==> config.mk <==
export PLATFORM = sky130hd
export DESIGN_NAME = pipe_hazard_unit
export DESIGN_NICKNAME = d
export VERILOG_FILES = /design/src/rtl/pipe_hazard_unit.sv
export SDC_FILE = /design/constraint.sdc
export NUM_CORES = 1
export LEC_CHECK = 0
export CAP_MARGIN = 10
export CORE_MARGIN = 4
export CORE_UTILIZATION = 43
export DETAILED_ROUTE_END_ITERATION = 8
export PLACE_DENSITY = 0.76
export SLEW_MARGIN = 20
export SYNTH_ARGS = -nofsm -noshare
export SYNTH_HDL_FRONTEND = slang
export SYNTH_SLANG_ARGS = --single-unit
==> constraint.sdc <==
create_clock -name clk_i -period 1.9 [get_ports clk_i]
set_input_delay 0.38 -clock clk_i [delete_from_list [all_inputs] [get_ports clk_i]]
set_output_delay 0.38 -clock clk_i [all_outputs]
set_load 0.01 [all_outputs]
==> src/rtl/pipe_hazard_unit.sv <==
`default_nettype none
// ============================================================================
// Module      : pipe_hazard_unit
// Description : Stall, flush and forwarding control for an in-order pipeline
//               with load-use, taken-branch and multi-cycle MDU hazards.
// Revision    : 1.0 - initial release
// ============================================================================
module pipe_hazard_unit #(
    parameter int STAGES  = 3,
    parameter int MDU_LAT = 4,
    parameter int FWD_W   = $clog2(STAGES)
) (
    input  logic             clk_i,
    input  logic             rst_ni,
    input  logic             id_valid_i,
    input  logic [4:0]       id_rs1_addr_i,
    input  logic [4:0]       id_rs2_addr_i,
    input  logic             id_rs1_used_i,
    input  logic             id_rs2_used_i,
    input  logic [4:0]       id_rd_addr_i,
    input  logic             id_rd_wren_i,
    input  logic             id_is_load_i,
    input  logic             id_is_mdu_i,
    input  logic             ex_br_taken_i,
    output logic             stall_pc_o,
    output logic             stall_ifid_o,
    output logic             flush_ifid_o,
    output logic             flush_idex_o,
    output logic             hold_ex_o,
    output logic             bubble_mem_o,
    output logic [FWD_W-1:0] fwd_a_o,
    output logic [FWD_W-1:0] fwd_b_o,
    output logic             mdu_busy_o,
    output logic             mdu_done_o
);

    localparam logic [4:0] MDU_LOAD = 5'(MDU_LAT - 1);

    logic [STAGES-1:0] st_valid;
    logic [STAGES-1:0] st_wren;
    logic [STAGES-1:0] st_load;
    logic [STAGES-1:0] st_mdu;
    logic [4:0]        st_rd [STAGES];
    logic [4:0]        ex_rs1;
    logic [4:0]        ex_rs2;
    logic              ex_rs1_used;
    logic              ex_rs2_used;
    logic [4:0]        mdu_cnt;

    logic [STAGES-1:0] src;
    logic              mdu_hold;
    logic              br_flush;
    logic              load_use;
    logic              flush_idex;
    logic              id_enter;

    always_comb begin
        src = '0;
        for (int k = 0; k < STAGES; k++) begin
            src[k] = st_valid[k] & st_wren[k] & (st_rd[k] != 5'd0);
        end
    end

    assign mdu_hold = (mdu_cnt != 5'd0);
    // Branch only counts when EX really holds an instruction and MDU is idle
    assign br_flush = ex_br_taken_i & st_valid[0] & ~mdu_hold;
    assign load_use = id_valid_i & src[0] & st_load[0] & ~mdu_hold &
                      ((id_rs1_used_i & (id_rs1_addr_i == st_rd[0])) |
                       (id_rs2_used_i & (id_rs2_addr_i == st_rd[0])));
    assign flush_idex = br_flush | load_use;
    assign id_enter   = id_valid_i & ~flush_idex;

    assign stall_pc_o   = mdu_hold | (load_use & ~br_flush);
    assign stall_ifid_o = mdu_hold | (load_use & ~br_flush);
    assign flush_ifid_o = br_flush;
    assign flush_idex_o = flush_idex;
    assign hold_ex_o    = mdu_hold;
    assign bubble_mem_o = mdu_hold;
    assign mdu_busy_o   = mdu_hold;
    assign mdu_done_o   = st_valid[0] & st_mdu[0] & ~mdu_hold;

    // Descending scan so the youngest (smallest k) match wins
    always_comb begin
        fwd_a_o = '0;
        fwd_b_o = '0;
        for (int k = STAGES - 1; k >= 1; k--) begin
            if (st_valid[0] && ex_rs1_used && src[k] && (st_rd[k] == ex_rs1)) begin
                fwd_a_o = FWD_W'(k);
            end
            if (st_valid[0] && ex_rs2_used && src[k] && (st_rd[k] == ex_rs2)) begin
                fwd_b_o = FWD_W'(k);
            end
        end
    end

    always_ff @(posedge clk_i or negedge rst_ni) begin
        if (!rst_ni) begin
            st_valid    <= '0;
            st_wren     <= '0;
            st_load     <= '0;
            st_mdu      <= '0;
            for (int k = 0; k < STAGES; k++) begin
                st_rd[k] <= 5'd0;
            end
            ex_rs1      <= 5'd0;
            ex_rs2      <= 5'd0;
            ex_rs1_used <= 1'b0;
            ex_rs2_used <= 1'b0;
            mdu_cnt     <= 5'd0;
        end else begin
            for (int k = STAGES - 1; k >= 1; k--) begin
                st_valid[k] <= (k == 1 && mdu_hold) ? 1'b0 : st_valid[k-1];
                st_wren[k]  <= st_wren[k-1];
                st_load[k]  <= st_load[k-1];
                st_mdu[k]   <= st_mdu[k-1];
                st_rd[k]    <= st_rd[k-1];
            end
            if (mdu_hold) begin
                mdu_cnt <= mdu_cnt - 5'd1;
            end else begin
                st_valid[0] <= id_enter;
                st_wren[0]  <= id_rd_wren_i;
                st_load[0]  <= id_is_load_i;
                st_mdu[0]   <= id_is_mdu_i;
                st_rd[0]    <= id_rd_addr_i;
                ex_rs1      <= id_rs1_addr_i;
                ex_rs2      <= id_rs2_addr_i;
                ex_rs1_used <= id_rs1_used_i;
                ex_rs2_used <= id_rs2_used_i;
                mdu_cnt     <= (id_enter && id_is_mdu_i) ? MDU_LOAD : 5'd0;
            end
        end
    end

endmodule
`default_nettype wire

==> results.sh, run 1 <==
export IMPL_rows=23
export IMPL_dp_slack_ps=-976.4
export IMPL_clk_pin_slew_worst_paths_ps=70
export IMPL_powerDensity_nw_per_um2=1615
export IMPL_grt_pass1_wl_um=7790
export IMPL_hold_worst_slack_ps=145.4
export IMPL_rr_endpoint="mdu_cnt[0]"
export IMPL_vias=1560
export IMPL_timing_final_ws_setup_ps=-597.3
export IMPL_cts_hold_buf=0
export IMPL_yosysSeqAreaShare=0.5413
export IMPL_start_util=0.4525
export IMPL_rrSetupSlack_ps=-20
export IMPL_drive_above_1_share=0.2814
export IMPL_die_x_um=73.58
export IMPL_clock_sinks=40
export IMPL_min_period_ps=2497
export IMPL_place_gp_congestion=0.8418
export IMPL_relSlewSlack=0.6651
export IMPL_final_cell_mix="nand2_1 (65), dfrtp_1 (40), buf_4 (32)"
export IMPL_drv_slew=0
export IMPL_worst_path_buf_inv=3
export IMPL_fin_skew_ps=2.883
export IMPL_p_comb_frac=0.447
export IMPL_cts_path_max_buffers=2
export IMPL_grt_total_usage=0.1931
export IMPL_cp_start_kind="input pin"
export IMPL_routed_wl_um=4887
export IMPL_pwr_share_clk=0.171
export IMPL_wl_met1_um=1980
export IMPL_maxCapViolations=0
export IMPL_synthArstFlopShare=1.000
export IMPL_n_antenna_cell=0
export IMPL_p_sw_mw=1.552
export IMPL_areaGrowthSynthToFinish_pct=45.60
export IMPL_ys_flop_type="dfrtp_1"
export IMPL_h_tree_depth=2
export IMPL_numCtsBuffers=5
export IMPL_cts_root_buffer="clkbuf_8"
export IMPL_fin_nets=288
export IMPL_tns_ps=-3904
export IMPL_drc=0
export IMPL_wl_met2_um=2550
export IMPL_grt_max_degree=41
export IMPL_rsz0062_at_grt="yes"
export IMPL_dp_hpwl_um=3110
export IMPL_portBuffers=35
export IMPL_status="complete, but fails checks"
export IMPL_grt_pass1_vias=1631
export IMPL_drt_initial_drc_count=89
export IMPL_end_kind="output pin"
export IMPL_synthesis_nets=215
export IMPL_slowest_stage="clkdlybuf4s50_1"
export IMPL_wl_met3_um=239
export IMPL_dieArea_um2=5414
export IMPL_crit_fanout=2
export IMPL_ys_types=25
export IMPL_avgSynthCellArea_um2=9.785
export IMPL_core_area_um2=4086
export IMPL_firstDrtPassIters=4
export IMPL_syn_inst=189
export IMPL_timing_rr_start="st_rd[10]"
export IMPL_power_leakage_nw=1.284
export IMPL_cellInternalPower_mw=2.798
export IMPL_cpPeakStageDelay_ps=450
export IMPL_antenna_left=0
export IMPL_cp_required_ps=1520
export IMPL_worst_slew_pin_slew_ps=502.4
export IMPL_grt_overflow_total=0
export IMPL_violations="negative setup slack"
export IMPL_synth_edf_count=0
export IMPL_wire_per_inst_um=15.61
export IMPL_hold_violations=0
export IMPL_viasPerCell=4.984
export IMPL_max_freq_mhz=400.4
export IMPL_hold_class="input pin to asynchronous set/reset pin"
export IMPL_path_delay_family="buffers and inverters"
export IMPL_worstPathCellList="clkdlybuf4s50_1, xor2_1, nor4_1, nand3_1, a211oi_2, buf_4, a21o_1, buf_2"
export IMPL_fin_crit_sh=1.314
export IMPL_critPathKind="input pin to output pin"
export IMPL_cts_tree="built"
export IMPL_synth_seq_cells=40
export IMPL_ios=36
export IMPL_arrival_ps=2120
export IMPL_r2r_cells=8
export IMPL_clk_latency_ps=280
export IMPL_p_seq_frac=0.382
export IMPL_antenna_found_initial=0
export IMPL_dieHeight_um=73.58
export IMPL_switching_share=0.3568
export IMPL_top_layer="met4"
export IMPL_synth_area_um2=1849
export IMPL_setup_viol=14
export IMPL_peakVddDrop_mv=0.9035
export IMPL_layout_commonest_cell="nand2_1"
export IMPL_ys_warn_count=0
-- per-stage QoR --
step / cell area, um2 / power (mW) / std cells / util
2_1_floorplan: 1851 / 2.558 / 189 / -
3_3_place_gp: 2449 / 3.255 / 296 / 0.5992
3_5_place_dp: 2449 / 3.327 / 296 / 0.5992
4_1_cts: 2669 / 4.228 / 313 / 0.6531
5_1_grt: 2693 / 4.637 / 313 / 0.6589
6_report: 2693 / 4.350 / 313 / 0.6589
-- sequential cells by signal, summed over array words and instances (netlist names) --
name	cells
ex_rs2	5
ex_rs2_used	1
st_load	1
ex_rs1	5
mdu_cnt	5
ex_rs1_used	1
st_wren	3
st_rd	15
st_valid	3
st_mdu	1
-- routing by layer --
metal / up-vias / GRT usage
met1: 727 / 0.2356
met3: 12 / 0.03694
met5: - / 0
met4: 0 / 0.07042
li1: 761 / -
met2: 60 / 0.3366
-- area by class of cell --
cell class	instances	area, um2
fillers	323	1394
flip-flops and latches	40	1001
multi-input cells	138	854.6
repair buffers	74	634.4
clock buffers	7	96.34
well taps	50	62.56
clock inverters	1	30.03
inverters	3	13.76
-- worst max path at each step --
stage | from | cells past startpoint | endpoint
global placement | id_rs1_addr_i[4] | 8 | stall_pc_o
global route | st_rd[10] | 8 | stall_ifid_o
detailed placement | id_rs1_addr_i[4] | 8 | stall_ifid_o
finish | id_rs2_addr_i[0] | 8 | stall_ifid_o
floorplan | mdu_cnt[0] | 8 | stall_pc_o
CTS | st_rd[10] | 8 | stall_ifid_o
-- power by group through the flow --
stage / logic, mW / clock network [mW] / registers [mW]
2_1_floorplan: 0.949 / 0 / 1.61
3_3_place_gp: 1.63 / 0 / 1.62
3_5_place_dp: 1.68 / 0 / 1.65
4_1_cts: 1.84 / 0.753 / 1.64
5_1_grt: 2.14 / 0.793 / 1.71
6_report: 1.95 / 0.743 / 1.66
-- cells by family (layout without fill, tap and decap cells) --
group,after synthesis,in the layout,synth area share
XOR/XNOR,32,32,0.1516
buffers and inverters,11,85,0.02909
flip-flops,40,40,0.5413
AND/OR/NAND/NOR,95,95,0.2294
AO/OA/AOI/OAI,9,9,0.03518
adder cells (fa/ha/maj),2,2,0.01353
-- synthesized netlist by cell type (3+ instances only) --
library cell   n  area share
nor4_1         4       0.014
nor2_1         6       0.012
inv_1          3      0.0061
nand3_1        4       0.011
xor2_1        12       0.057
buf_4          3       0.012
nand2_1       65        0.13
buf_1          3      0.0061
xnor2_1       20       0.095
dfrtp_1       40        0.54
nand4_1        5       0.017
or4_1          5       0.020
-- what timing repair did --
item                                    CTS  global route
gates resized for setup                  75             7
pin swaps                                13            10
endpoints found under the setup margin   24            15
cloned                                    1             0
buffers inserted                          8             2
Note: power is estimated with default switching activity, not from simulation.
==> run 2, diff against run 1 <==
CORE_ASPECT_RATIO = 0.6   (was not set)
CORE_MARGIN = not set   (was 4)
CTS_BUF_LIST = sky130_fd_sc_hd__clkbuf_8 sky130_fd_sc_hd__clkbuf_16   (was not set)
==> results.sh, run 2 (synthesis results as in run 1) <==
export IMPL_violations="negative setup slack"
export IMPL_areaGrowthSynthToFinish_pct=46.41
export IMPL_viasPerCell=4.887
export IMPL_fin_crit_sh=1.222
export IMPL_clk_latency_ps=290
export IMPL_dp_hpwl_um=3113
export IMPL_grt_pass1_wl_um=7458
export IMPL_dieArea_um2=4575
export IMPL_grt_pass1_vias=1586
export IMPL_stdcell_count=326
export IMPL_cts_tree="built"
export IMPL_powerDensity_nw_per_um2=1584
export IMPL_placed_area_um2=2439
export IMPL_numCtsBuffers=5
export IMPL_crit_fanout=4
export IMPL_die_x_um=86.66
export IMPL_setup_viol=12
export IMPL_critPathKind="flip-flop to output pin"
export IMPL_grt_overflow_total=0
export IMPL_drive_above_1_share=0.2932
export IMPL_grt_max_degree=41
export IMPL_timing_final_ws_setup_ps=-422.1
export IMPL_hold_class="input pin to asynchronous set/reset pin"
export IMPL_routed_wl_um=4608
export IMPL_path_delay_family="flip-flops"
export IMPL_firstDrtPassIters=4
export IMPL_fin_nets=291
export IMPL_drv_slew=0
export IMPL_wire_per_inst_um=14.13
export IMPL_relSlewSlack=0.6718
export IMPL_max_freq_mhz=430.6
export IMPL_drt_initial_drc_count=78
export IMPL_r2r_cells=10
export IMPL_cts_path_max_buffers=2
export IMPL_portBuffers=35
export IMPL_rsz0062_at_grt="yes"
export IMPL_critPathLaunch="st_rd[12]"
export IMPL_largest_reg_flops=15
export IMPL_cp_start_kind="flip-flop"
export IMPL_worst_slew_pin_slew_ps=492.3
export IMPL_clk_pin_slew_worst_paths_ps=70
export IMPL_largest_register="st_rd"
export IMPL_drc=0
export IMPL_peakVddDrop_mv=0.8385
export IMPL_dieHeight_um=52.80
export IMPL_n_antenna_cell=0
export IMPL_min_period_ps=2322
export IMPL_slowest_stage="dfrtp_1"
export IMPL_cpPeakStageDelay_ps=450
export IMPL_stdcell_area_um2=2708
export IMPL_rows=18
export IMPL_cp_required_ps=1520
export IMPL_start_util=0.4487
export IMPL_place_gp_congestion=0.8055
export IMPL_layout_commonest_cell="nand2_1"
export IMPL_rr_endpoint="st_wren[0]"
export IMPL_power_leakage_nw=1.288
export IMPL_worstPathCellList="xor2_1, nor4_1, nand3_1, a211oi_2, a21o_1, buf_2"
export IMPL_fin_skew_ps=7.126
export IMPL_final_cell_mix="nand2_1 (65), dfrtp_1 (38), buf_4 (38)"
export IMPL_grt_total_usage=0.2316
export IMPL_antenna_left=0
export IMPL_cts_root_buffer="clkbuf_8"
export IMPL_worst_path_buf_inv=1
export IMPL_dp_cells=303
export IMPL_antenna_found_initial=0
export IMPL_status="complete, but fails checks"
export IMPL_arrival_ps=1940
export IMPL_ios=36
export IMPL_clock_sinks=40
export IMPL_timing_rr_start="mdu_cnt[1]"
export IMPL_rrSetupSlack_ps=80
export IMPL_timing_critical_path_to="stall_pc_o"
export IMPL_maxCapViolations=0
export IMPL_core_area_um2=4121
export IMPL_vias=1593
export IMPL_tns_ps=-3959
export IMPL_cp_depth=6
export IMPL_hold_violations=0
export IMPL_h_tree_depth=2
export IMPL_end_kind="output pin"
==> run 2: cell count changes in the layout (fill, tap and decap cells not counted), sizes merged <==
cell           change
buf                +3
clkdlybuf4s50      -2
clkinvlp           +1
dlygate4sd2        +2
inv                -1
==> run 2: final cells by class <==
type | instances | area (um2)
Fill cell | 319 | 1414
Clock inverter | 1 | 30.03
Inverter | 3 | 15.01
Multi-Input combinational cell | 138 | 848.3
Clock buffer | 7 | 96.34
Tap cell | 60 | 75.07
Timing Repair Buffer | 77 | 639.4
Sequential cell | 40 | 1003
==> run 2: how the worst min path moves through the flow <==
stage	cells past startpoint	slack [ps]	from	endpoint
after floorplan	0	80	rst_ni	ex_rs1[0]
after global placement	0	440	st_rd[9]	st_rd[4]
after detailed placement	0	450	st_rd[9]	st_rd[4]
after CTS	2	140	rst_ni	ex_rs1[0]
after global routing	2	170	rst_ni	ex_rs1[0]
final	2	130	rst_ni	st_mdu[0]
==> run 2: timing repair <==
action | 4_1_cts | 5_1_grt
gates cloned | 1 | 0
buffers inserted | 10 | 7
resized for setup | 74 | 6
hold buffers | 0 | 0
pin swaps | 18 | 3
setup endpoints to repair | 13 | 33
==> run 2: power by group <==
part           total, mW  switching [mW]  internal, mW
sequential          1.69           0.421          1.27
combinational       1.85           0.814          1.04
clock              0.750           0.287         0.463
==> run 2: worst register-to-register path, delay by kind of cell, from the launching register on <==
| kind | cells | cell delay, ps |
|---|---|---|
| buffers and inverters | 6 | 790 |
| flip-flops | 1 | 390 |
| AND/OR/NAND/NOR | 3 | 380 |
| adder cells (fa/ha/maj) | 1 | 140 |
==> run 2: metrics by stage <==
| stage | hold WS (ps) | power (mW) | setup WS, ps | utilization |
|---|---|---|---|---|
| after floorplan | 84.41 | 2.558 | -76.13 | - |
| after detailed placement | 446.4 | 3.294 | -978.7 | 0.5917 |
| final | 132.2 | 4.290 | -422.1 | 0.6570 |
| after global routing | 167.7 | 4.551 | -501.9 | 0.6570 |
| after CTS | 141.3 | 4.223 | -415.7 | 0.6451 |
| after global placement | 444.1 | 3.227 | -891.8 | 0.5917 |
==> run 2: layer usage <==
layer	track usage	wire, um	vias up
met5	0	0	-
met4	0.08056	54	0
met3	0.07244	292	6
met2	0.3770	2102	56
met1	0.2954	2159	762
li1	-	-	769
==> run 3, diff against run 2 <==
CAP_MARGIN = not set   (was 10)
==> results of run 3 <==
Same layout as run 2: the final DEF is identical, and so are final timing and power.
